===== config.mk =====
export PLATFORM = sky130hd
export DESIGN_NAME = alu_arbiter
export DESIGN_NICKNAME = d
export VERILOG_FILES = /design/src/rtl/alu_arbiter_pkg.sv /design/src/rtl/alu.sv /design/src/rtl/alu_arbiter_rr.sv /design/src/rtl/alu_arbiter.sv
export SDC_FILE = /design/constraint.sdc
export NUM_CORES = 1
export LEC_CHECK = 0
export BUFFER_PORTS_ARGS = -buffer_cell sky130_fd_sc_hd__buf_2
export CORE_ASPECT_RATIO = 1.2
export CORE_MARGIN = 8
export CORE_UTILIZATION = 40
export DETAILED_ROUTE_END_ITERATION = 8
export MAX_ROUTING_LAYER = met4
export PLACE_DENSITY = 0.58
export SETUP_SLACK_MARGIN = 0.5
export SYNTH_ARGS = -nofsm -noshare
export SYNTH_HDL_FRONTEND = slang
export SYNTH_SLANG_ARGS = --single-unit

===== constraint.sdc =====
create_clock -name clk -period 5.86 [get_ports clk]
set_clock_uncertainty 0.15 [all_clocks]
set_input_delay 1.172 -clock clk [delete_from_list [all_inputs] [get_ports clk]]
set_output_delay 1.172 -clock clk [all_outputs]
set_load 0.005 [all_outputs]

===== src/rtl/alu_arbiter_pkg.sv =====
// Shared ALU function encodings and arbiter types.
// Included by alu, rr_arbiter and alu_arbiter.
package ALU_FNS;

  typedef enum logic [2:0] {
    ADD_SUB = 3'd0,
    SLL     = 3'd1,
    SLT     = 3'd2,
    SLTU    = 3'd3,
    XOR     = 3'd4,
    SRL_SRA = 3'd5,
    OR      = 3'd6,
    AND     = 3'd7
  } alu_fn_t;

  typedef enum logic {
    ADD_SRL = 1'b0,
    SUB_SRA = 1'b1
  } funct7_t;

  typedef enum logic {
    IDLE = 1'b0,
    HOLD = 1'b1
  } alu_arb_state_t;

  localparam int ALU_ARB_MAX_REQ = 8;
  localparam int STAT_W = 16;

endpackage


===== src/rtl/alu.sv =====
// Combinational RV32-style integer ALU.
// funct7 selects subtract and arithmetic right shift.
module alu
  import ALU_FNS::*;
#(
  parameter int WIDTH = 32
) (
  input  alu_fn_t          fn,
  input  funct7_t          funct7,
  input  logic [WIDTH-1:0] a,
  input  logic [WIDTH-1:0] b,
  output logic [WIDTH-1:0] y
);

  localparam int SH_W = $clog2(WIDTH);

  logic [SH_W-1:0] sh;
  logic            sub;

  assign sh  = b[SH_W-1:0];
  assign sub = (funct7 == SUB_SRA);

  // Result select by function code.
  always_comb begin
    y = '0;
    unique case (fn)
      ADD_SUB: y = sub ? (a - b) : (a + b);
      SLL:     y = a << sh;
      SLT:     y = {{(WIDTH-1){1'b0}},
                    ($signed(a) < $signed(b))};
      SLTU:    y = {{(WIDTH-1){1'b0}}, (a < b)};
      XOR:     y = a ^ b;
      SRL_SRA: y = sub ? WIDTH'($signed(a) >>> sh)
                       : (a >> sh);
      OR:      y = a | b;
      AND:     y = a & b;
    endcase
  end

endmodule


===== src/rtl/alu_arbiter_rr.sv =====
// Combinational round-robin picker: first request at
// or after ptr, wrapping modulo N.
module rr_arbiter
  import ALU_FNS::*;
#(
  parameter  int N = 2,
  localparam int W = (N > 1) ? $clog2(N) : 1
) (
  input  logic [N-1:0] req,
  input  logic [W-1:0] ptr,
  input  logic         enable,
  output logic [N-1:0] grant,
  output logic [W-1:0] idx,
  output logic         any_grant
);

  int          j;
  logic [W-1:0] jj;

  // Scan from the pointer, stop at the first hit.
  always_comb begin
    grant     = '0;
    idx       = '0;
    any_grant = 1'b0;
    j         = 0;
    jj        = '0;
    for (int k = 0; k < N; k++) begin
      j  = (int'(ptr) + k) % N;
      jj = W'(j);
      if (enable && !any_grant && req[jj]) begin
        any_grant = 1'b1;
        idx       = jj;
        grant[jj] = 1'b1;
      end
    end
  end

endmodule


===== src/rtl/alu_arbiter.sv =====
// Round-robin sharing of one ALU among NUM_REQ requesters.
// ALU_ARBITER_STATS_EN adds per-requester grant counters.
module alu_arbiter
  import ALU_FNS::*;
#(
  parameter  int WIDTH   = 32,
  parameter  int NUM_REQ = 2,
  localparam int IDX_W   = $clog2(NUM_REQ)
) (
  input  logic                            clk,
  input  logic                            rst,
  input  logic [NUM_REQ-1:0]              req_valid,
  output logic [NUM_REQ-1:0]              req_ready,
  input  alu_fn_t [NUM_REQ-1:0]           req_fn,
  input  funct7_t [NUM_REQ-1:0]           req_funct7,
  input  logic [NUM_REQ-1:0][WIDTH-1:0]   req_a,
  input  logic [NUM_REQ-1:0][WIDTH-1:0]   req_b,
  output logic                            resp_valid,
  output logic [IDX_W-1:0]                resp_id,
  output logic [WIDTH-1:0]                resp_data,
`ifdef ALU_ARBITER_STATS_EN
  output logic [NUM_REQ-1:0][STAT_W-1:0]  stat_grants,
  input  logic                            stat_clr,
`endif
  input  logic                            resp_ready
);

  alu_arb_state_t state_q, state_d;
  logic [IDX_W-1:0] ptr_q, ptr_d;
  logic [IDX_W-1:0] gidx;
  logic             gany;
  logic             gen;
  logic [WIDTH-1:0] alu_y;
  logic             vld_d;
  logic             load;

  assign gen = (state_q == IDLE) || resp_ready;

  rr_arbiter #(.N(NUM_REQ)) u_rr (
    .req       (req_valid),
    .ptr       (ptr_q),
    .enable    (gen),
    .grant     (req_ready),
    .idx       (gidx),
    .any_grant (gany)
  );

  alu #(.WIDTH(WIDTH)) u_alu (
    .fn     (req_fn[gidx]),
    .funct7 (req_funct7[gidx]),
    .a      (req_a[gidx]),
    .b      (req_b[gidx]),
    .y      (alu_y)
  );

  // Next state, pointer and result-load decision.
  always_comb begin
    state_d = state_q;
    ptr_d   = ptr_q;
    vld_d   = resp_valid;
    load    = 1'b0;
    if (gany) begin
      load    = 1'b1;
      state_d = HOLD;
      vld_d   = 1'b1;
      ptr_d   = IDX_W'((int'(gidx) + 1) % NUM_REQ);
    end else if (state_q == HOLD && resp_ready) begin
      state_d = IDLE;
      vld_d   = 1'b0;
    end
  end

  // State, pointer and response registers.
  always_ff @(posedge clk) begin
    if (rst) begin
      state_q    <= IDLE;
      ptr_q      <= '0;
      resp_valid <= 1'b0;
      resp_id    <= '0;
      resp_data  <= '0;
    end else begin
      state_q    <= state_d;
      ptr_q      <= ptr_d;
      resp_valid <= vld_d;
      if (load) begin
        resp_id   <= gidx;
        resp_data <= alu_y;
      end
    end
  end

`ifdef ALU_ARBITER_STATS_EN
  // Saturating grant counters; clear wins over increment.
  always_ff @(posedge clk) begin
    if (rst || stat_clr) begin
      stat_grants <= '0;
    end else begin
      for (int i = 0; i < NUM_REQ; i++) begin
        if (req_ready[i] && req_valid[i] &&
            stat_grants[i] != {STAT_W{1'b1}}) begin
          stat_grants[i] <= stat_grants[i] + 1'b1;
        end
      end
    end
  end
`endif

endmodule

After elaboration in Yosys (flattened, before gate mapping):

Index checks and enable logic that the tools add are counted.

* flip-flop bits (word level): 35
* bits of input ports: 141
* word-level logic and storage cells: 68

* $add $sub $neg: 4
* magnitude comparators: 7
* equal/unequal tests: 7
* shifts and indexed selects: 3
* muxes and demuxes: 28
* bitwise operators: 5
* reductions and logical operators: 10

Operator list (number)
* 32-bit one-hot mux with 8 select lines: 1
* 32-bit 2-to-1 mux: 6
* 32-bit < comparator: 2
* 32-bit adder: 1
* 32-bit bitwise AND: 1
* 32-bit bitwise OR: 1
* 32-bit by 5-bit left shift with 32-bit output: 1
* 32-bit by 5-bit right shift with 32-bit output: 1
* 32-bit by 5-bit >>> shifter with 32-bit output: 1
* 32-bit subtractor: 1
* 32-bit XOR: 1
* 1-bit 2-to-1 mux: 15
* 3-bit == test (second input constant): 4
* 3-bit by 2-bit == test with 1-bit output (second input constant): 2
* 1-bit logical AND: 6
* 1-bit by 2-bit < comparator with 1-bit output (second input constant): 3
* 3-bit 2-to-1 mux: 2
* 2-bit 2-to-1 mux: 2
* 3-bit by 1-bit == test with 1-bit output (second input constant): 1
* 3-bit logical NOT: 1
* 1-bit adder (second input constant): 2
* 1-bit demux with 1-bit select: 2
* 1-bit greater-or-equal comparator (second input constant): 2
* 2-bit bitwise OR: 1
* other kinds (4): 4

Depth between registers and ports, before layout:

* depth after elaboration: 13
* depth in mapped cells: 24
* depth with buffers taken out: 19

By module:

From an unflattened synthesis, not the netlist that was laid out.

* cell total of the unflattened synthesis: 1516
* area total of the unflattened synthesis: 11245.8 um2

By module, submodules not included
* alu: times used 1, cells an instance 1319, area each 8784.7 um2, sequential area each 0.0 um2
* alu_arbiter: times used 1, cells an instance 190, area each 2427.3 um2, sequential area each 700.7 um2
* rr_arbiter: times used 1, cells an instance 7, area each 33.8 um2, sequential area each 0.0 um2

Worst setup path before layout:

OpenSTA, ideal clock, no wires.

* path type: in2reg
* from: input resp_ready
* to: register resp_data[30]
* setup time: 0.127 ns
* arrival: 5.424 ns
* path slack: 0.158 ns
* stages on the path: 20
* cell sequence: nand2b_1 buf_4 nand3_4 buf_6 buf_4 buf_2 buf_2 buf_1 mux2i_1 ha_1 buf_6 or4b_4 or3_1 o211ai_2 a31oi_1 a31oi_1 and3_1 o31ai_1 nand4_1 or3b_1

* word-level cells in the longest chain between the ends: 12
* elaborated cells on any way between the ends: 37

Ends and longest elaborated chain
* start: declaration: RTL line alu_arbiter.sv:25 `input logic resp_ready`
* 1-bit logical OR *: RTL line alu_arbiter.sv:37 `assign gen = (state_q == IDLE) || resp_ready;`
* 1-bit logical AND: RTL line alu_arbiter_rr.sv:30 `if (enable && !any_grant && req[jj]) begin`
* 1-bit 2-to-1 mux: RTL line alu_arbiter_rr.sv:30
* 1-bit logical NOT: RTL line alu_arbiter_rr.sv:30
* 1-bit logical AND (2 in a row): RTL line alu_arbiter_rr.sv:30
* 1-bit 2-to-1 mux: RTL line alu_arbiter_rr.sv:30
* 32-bit 2-to-1 mux, on equally long branches (2 in a row): RTL line alu_arbiter.sv:51, alu_arbiter.sv:52
* 32-bit adder, or another cell as far along: RTL line alu.sv:27 `ADD_SUB: y = sub ? (a - b) : (a + b);`
* 32-bit 2-to-1 mux, on equally long branches: RTL line alu.sv:27, alu.sv:33
* 32-bit one-hot mux with 8 select lines: RTL line alu.sv:26 `unique case (fn)`
* end signal: assignment: RTL line alu_arbiter.sv:87 `resp_data <= alu_y;`
* end: declaration: RTL line alu_arbiter.sv:20 `output logic [WIDTH-1:0] resp_data,`

Every way passes the cells marked *; elsewhere a longest branch is shown, timed or not. The select of a mux whose other input is x is not followed.
A chain may end at the register's enable or synchronous reset.

Worst setup path after layout:

* from: input req_valid[0]
* to: register resp_data[27]

* word-level cells in the longest chain between the ends: 13
* elaborated cells on any way between the ends: 40

Ends and longest elaborated chain
* start: declaration: RTL line alu_arbiter.sv:12 `input logic [NUM_REQ-1:0] req_valid,`
* 1-bit 2-to-1 mux (not written as such) (2 in a row): RTL line alu_arbiter_rr.sv:30
* 1-bit logical AND: RTL line alu_arbiter_rr.sv:30
* 1-bit 2-to-1 mux: RTL line alu_arbiter_rr.sv:30
* 1-bit logical NOT: RTL line alu_arbiter_rr.sv:30
* 1-bit logical AND (2 in a row): RTL line alu_arbiter_rr.sv:30
* 1-bit 2-to-1 mux: RTL line alu_arbiter_rr.sv:30
* 32-bit 2-to-1 mux, on equally long branches (2 in a row): RTL line alu_arbiter.sv:51, alu_arbiter.sv:52
* 32-bit adder, or another cell as far along: RTL line alu.sv:27
* 32-bit 2-to-1 mux, on equally long branches: RTL line alu.sv:27, alu.sv:33
* 32-bit one-hot mux with 8 select lines: RTL line alu.sv:26

Parallel ways exist; a longest one is shown, timed or not. The select of a mux whose other input is x is not followed.

==> Flow_metrics.wiki <==
{| class="wikitable"
! Metric !! Value
|-
| Power Dens Cells || slightly below 200 mW/mm²
|-
| Via Count || approximately 14k
|-
| Post-CTS Hold Fix Bufs || 0
|-
| Pre-CTS WS || 0.338 ns
|-
| Clock latency on the worst-skew pair || 0.28 ns
|-
| Detailed Route Iter0 Violations || 1514
|-
| Cells resized by post-CTS repair || 0
|-
| Setup tns final || 0 ns
|-
| Total Die Area || 0.0342 mm²
|-
| IR Drop Worst-Case VDD || between 0.1 and 0.15 mV
|-
| 1st-pass router iterations || 6
|-
| Drt total wl || 60600 µm
|-
| CP required || around 6 ns
|-
| Average wire per cell in the routed design || around 27 µm
|-
| Effective utilization at floorplan || 0.408
|-
| Run status || completed
|-
| Clock Tree Root || clkbuf_16
|-
| Total track usage || 0.349
|-
| Avg Vias per Cell || 6.31
|-
| Placed Instance Area || 0.0126 mm²
|-
| Die extent in y || 201 µm
|-
| Slack of the critical path || roughly 0.65 ns
|-
| Number of buffers created by CTS || 5
|-
| TritonCTS clock tree || yes
|-
| FF+latch count, synth || 35
|-
| Pin count of the biggest net entering global routing || 75
|-
| Unrepaired setup endpoints after global routing || false
|-
| Max-slew headroom || 0.241
|-
| Period utilization || 0.889
|-
| DRC Markers || 0
|-
| First-pass GRT wire length || 88200 µm
|-
| Area growth from synthesis to layout || 12.2%
|-
| Horizontal extent of the die || 170 µm
|-
| Flip-flop cell with the highest count after synthesis || dfxtp_1
|-
| Maximum level of the CTS H-tree || 2
|-
| Port buffer count || 176
|-
| Tmin final || 5.21 ns
|-
| Core footprint || 0.0280 mm²
|-
| Post-synth net total || 2016
|-
| Total standard cell area after synthesis || 0.0114 mm²
|-
| Type of origin of the critical path || primary input
|-
| Post-route cell area || 0.0128 mm²
|-
| Worst Setup Path Type || primary input to register
|-
| Slew Viols, Final || 0
|-
| Final Power || 2.50 mW
|-
| CP Max Fanout || 38
|-
| Number of buffers inserted to repair setup after CTS || 0
|-
| Fraction of layout instances using a drive strength above 1 || 0.165
|-
| Buffers from clock root to sink, at most || 2
|-
| Synth Warn # || 0
|-
| Gpl congestion || 1.09
|-
| Max Cap Viol || 0
|-
| Leakage power total || 5.82 nW
|-
| Via count of the first global-routing pass || between 10k and 15k
|-
| Half-perimeter wire length after detailed placement || just under 50000 µm
|-
| Sequential area share after synthesis || 0.0614
|-
| Distinct cell type count after synthesis || 86
|-
| Hold Violations, Final || 0
|-
| Endpoint type of the worst setup path || register
|-
| Share of flip-flops with an asynchronous set or reset || 0
|-
| Post-synthesis instance total || between 1.5k and 2k
|-
| Worst min-delay path category || register to register
|-
| Clock-pin slew of the registers on the worst-case setup and hold paths || 0.06 ns
|-
| Least-Margin Pin Slew || 1.13 ns
|-
| Number of enable flip-flop cells after synthesis || 0
|-
| Setup violations, final || 0
|-
| Maximum frequency from static timing analysis || 192 MHz
|-
| Initial antenna violation count || 3
|-
| Boundary pin count || 177
|-
| Final Net Count || 2115
|-
| Arr. time, crit path || 5.20 ns
|-
| Sink Count || 35
|-
| Global route overflow || 0
|-
| Number of core rows || 67
|-
| Avg Inst Size Synth || 6.42 µm²
|-
| Count of antenna-violating nets left after detailed routing || 0
|}
cells in the mapped netlist, types with 24 or more instances:
cell type | instances | area, µm²
mux2_2 | 24 | 270
nand2_1 | 261 | 980
a21oi_1 | 212 | 1060
nor2_1 | 147 | 552
clkbuf_1 | 55 | 206
dfxtp_1 | 35 | 701
a21o_1 | 29 | 218
nor2b_1 | 54 | 338
a31oi_1 | 33 | 206
nand3_1 | 24 | 120
ha_1 | 95 | 1190
a211oi_1 | 58 | 435
o211ai_1 | 40 | 300
nor3_1 | 30 | 150
inv_1 | 85 | 319
o21ai_0 | 152 | 761
mux2i_1 | 107 | 1070
buf_2 | 54 | 270
layout make-up:
| class | instances | area, µm² |
|---|---|---|
| Sequential cell | 35 | 701 |
| Inverter | 93 | 354 |
| Clock buffer | 5 | 125 |
| Multi-Input combinational cell | 1506 | 9740 |
| Tap cell | 379 | 474 |
| Antenna cell | 1 | 2.50 |
| Clock inverter | 3 | 43.8 |
| Timing Repair Buffer | 236 | 1370 |
| Fill cell | 3105 | 15200 |
per-layer routing:
layer / GRT usage / up-vias / share of wire
li1: - / 6630 / -
met1: 0.424 / 6705 / 0.40
met2: 0.558 / 761 / 0.46
met3: 0.0299 / 163 / 0.074
met4: 0.196 / 0 / 0.068
met5: - / - / 0
through the flow:
step,utilization,hold slack (ns),cells
2_1_floorplan,-,0.298,1778
3_3_place_gp,0.450,0.292,2249
3_5_place_dp,0.450,0.301,2249
4_1_cts,0.456,0.310,2257
5_1_grt,0.457,0.329,2258
6_report,0.457,0.311,2258
critical path, cell delays in order:
cell      delay (ns)
buf_2           0.14
nand2b_2        0.14
nand3_4         0.18
buf_12          0.18
buf_12          0.22
mux2i_1         0.31
ha_1            0.38
a211oi_1        0.27
o21ai_0         0.18
a31oi_1         0.31
nand3_1         0.20
o21ai_0         0.49
a211oi_2        0.22
o21ai_0         0.38
a21oi_1         0.14
xnor2_1         0.16
a21boi_0        0.10
state kept, by name, summed over array words and instances (netlist names):
signal,count
state_q,1
resp_id,1
resp_data,32
ptr_q,1
final timing paths:
path / endpoint / startpoint / cells past startpoint / slack (ns)
worst min-delay path: resp_data[4] / resp_data[4] / 2 / 0.31
worst max register to register: resp_data[27] / ptr_q / 16 / 1.24
worst min register to register: resp_data[4] / resp_data[4] / 2 / 0.31
worst max-delay path: resp_data[27] / req_valid[0] / 17 / 0.65
placed cells by master, fill, tap and decap left out, types with 54 or more instances in the layout:
cell type	count
inv_1	85
ha_1	95
nand2_1	261
nor2_1	146
buf_4	57
a21oi_1	212
buf_2	176
o21ai_0	150
a211oi_1	56
mux2i_1	104
nor2b_1	54
kinds of logic (layout without fill, tap and decap cells):
| logic type | count (synthesis) | in the layout | synth area share |
|---|---|---|---|
| xor gates and xnor gates | 25 | 25 | 0.0192 |
| muxes | 139 | 139 | 0.130 |
| AOI/OAI and AO/OA | 674 | 674 | 0.369 |
| adders and majority gates | 97 | 97 | 0.108 |
| DFF | 35 | 35 | 0.0614 |
| and+or+nand+nor | 571 | 571 | 0.221 |
| buffers and inverters | 237 | 337 | 0.0912 |
| other | 0 | 1 | 0 |
power by group:
part           internal, mW  total [mW]  switching, mW  leakage, nW
Clock                 0.201       0.315          0.114       0.0838
Combinational         0.626        1.89           1.27         5.45
Sequential            0.267       0.287         0.0204        0.290
Total                  1.09        2.50           1.40         5.82
Note: power is estimated with default switching activity, not from simulation.
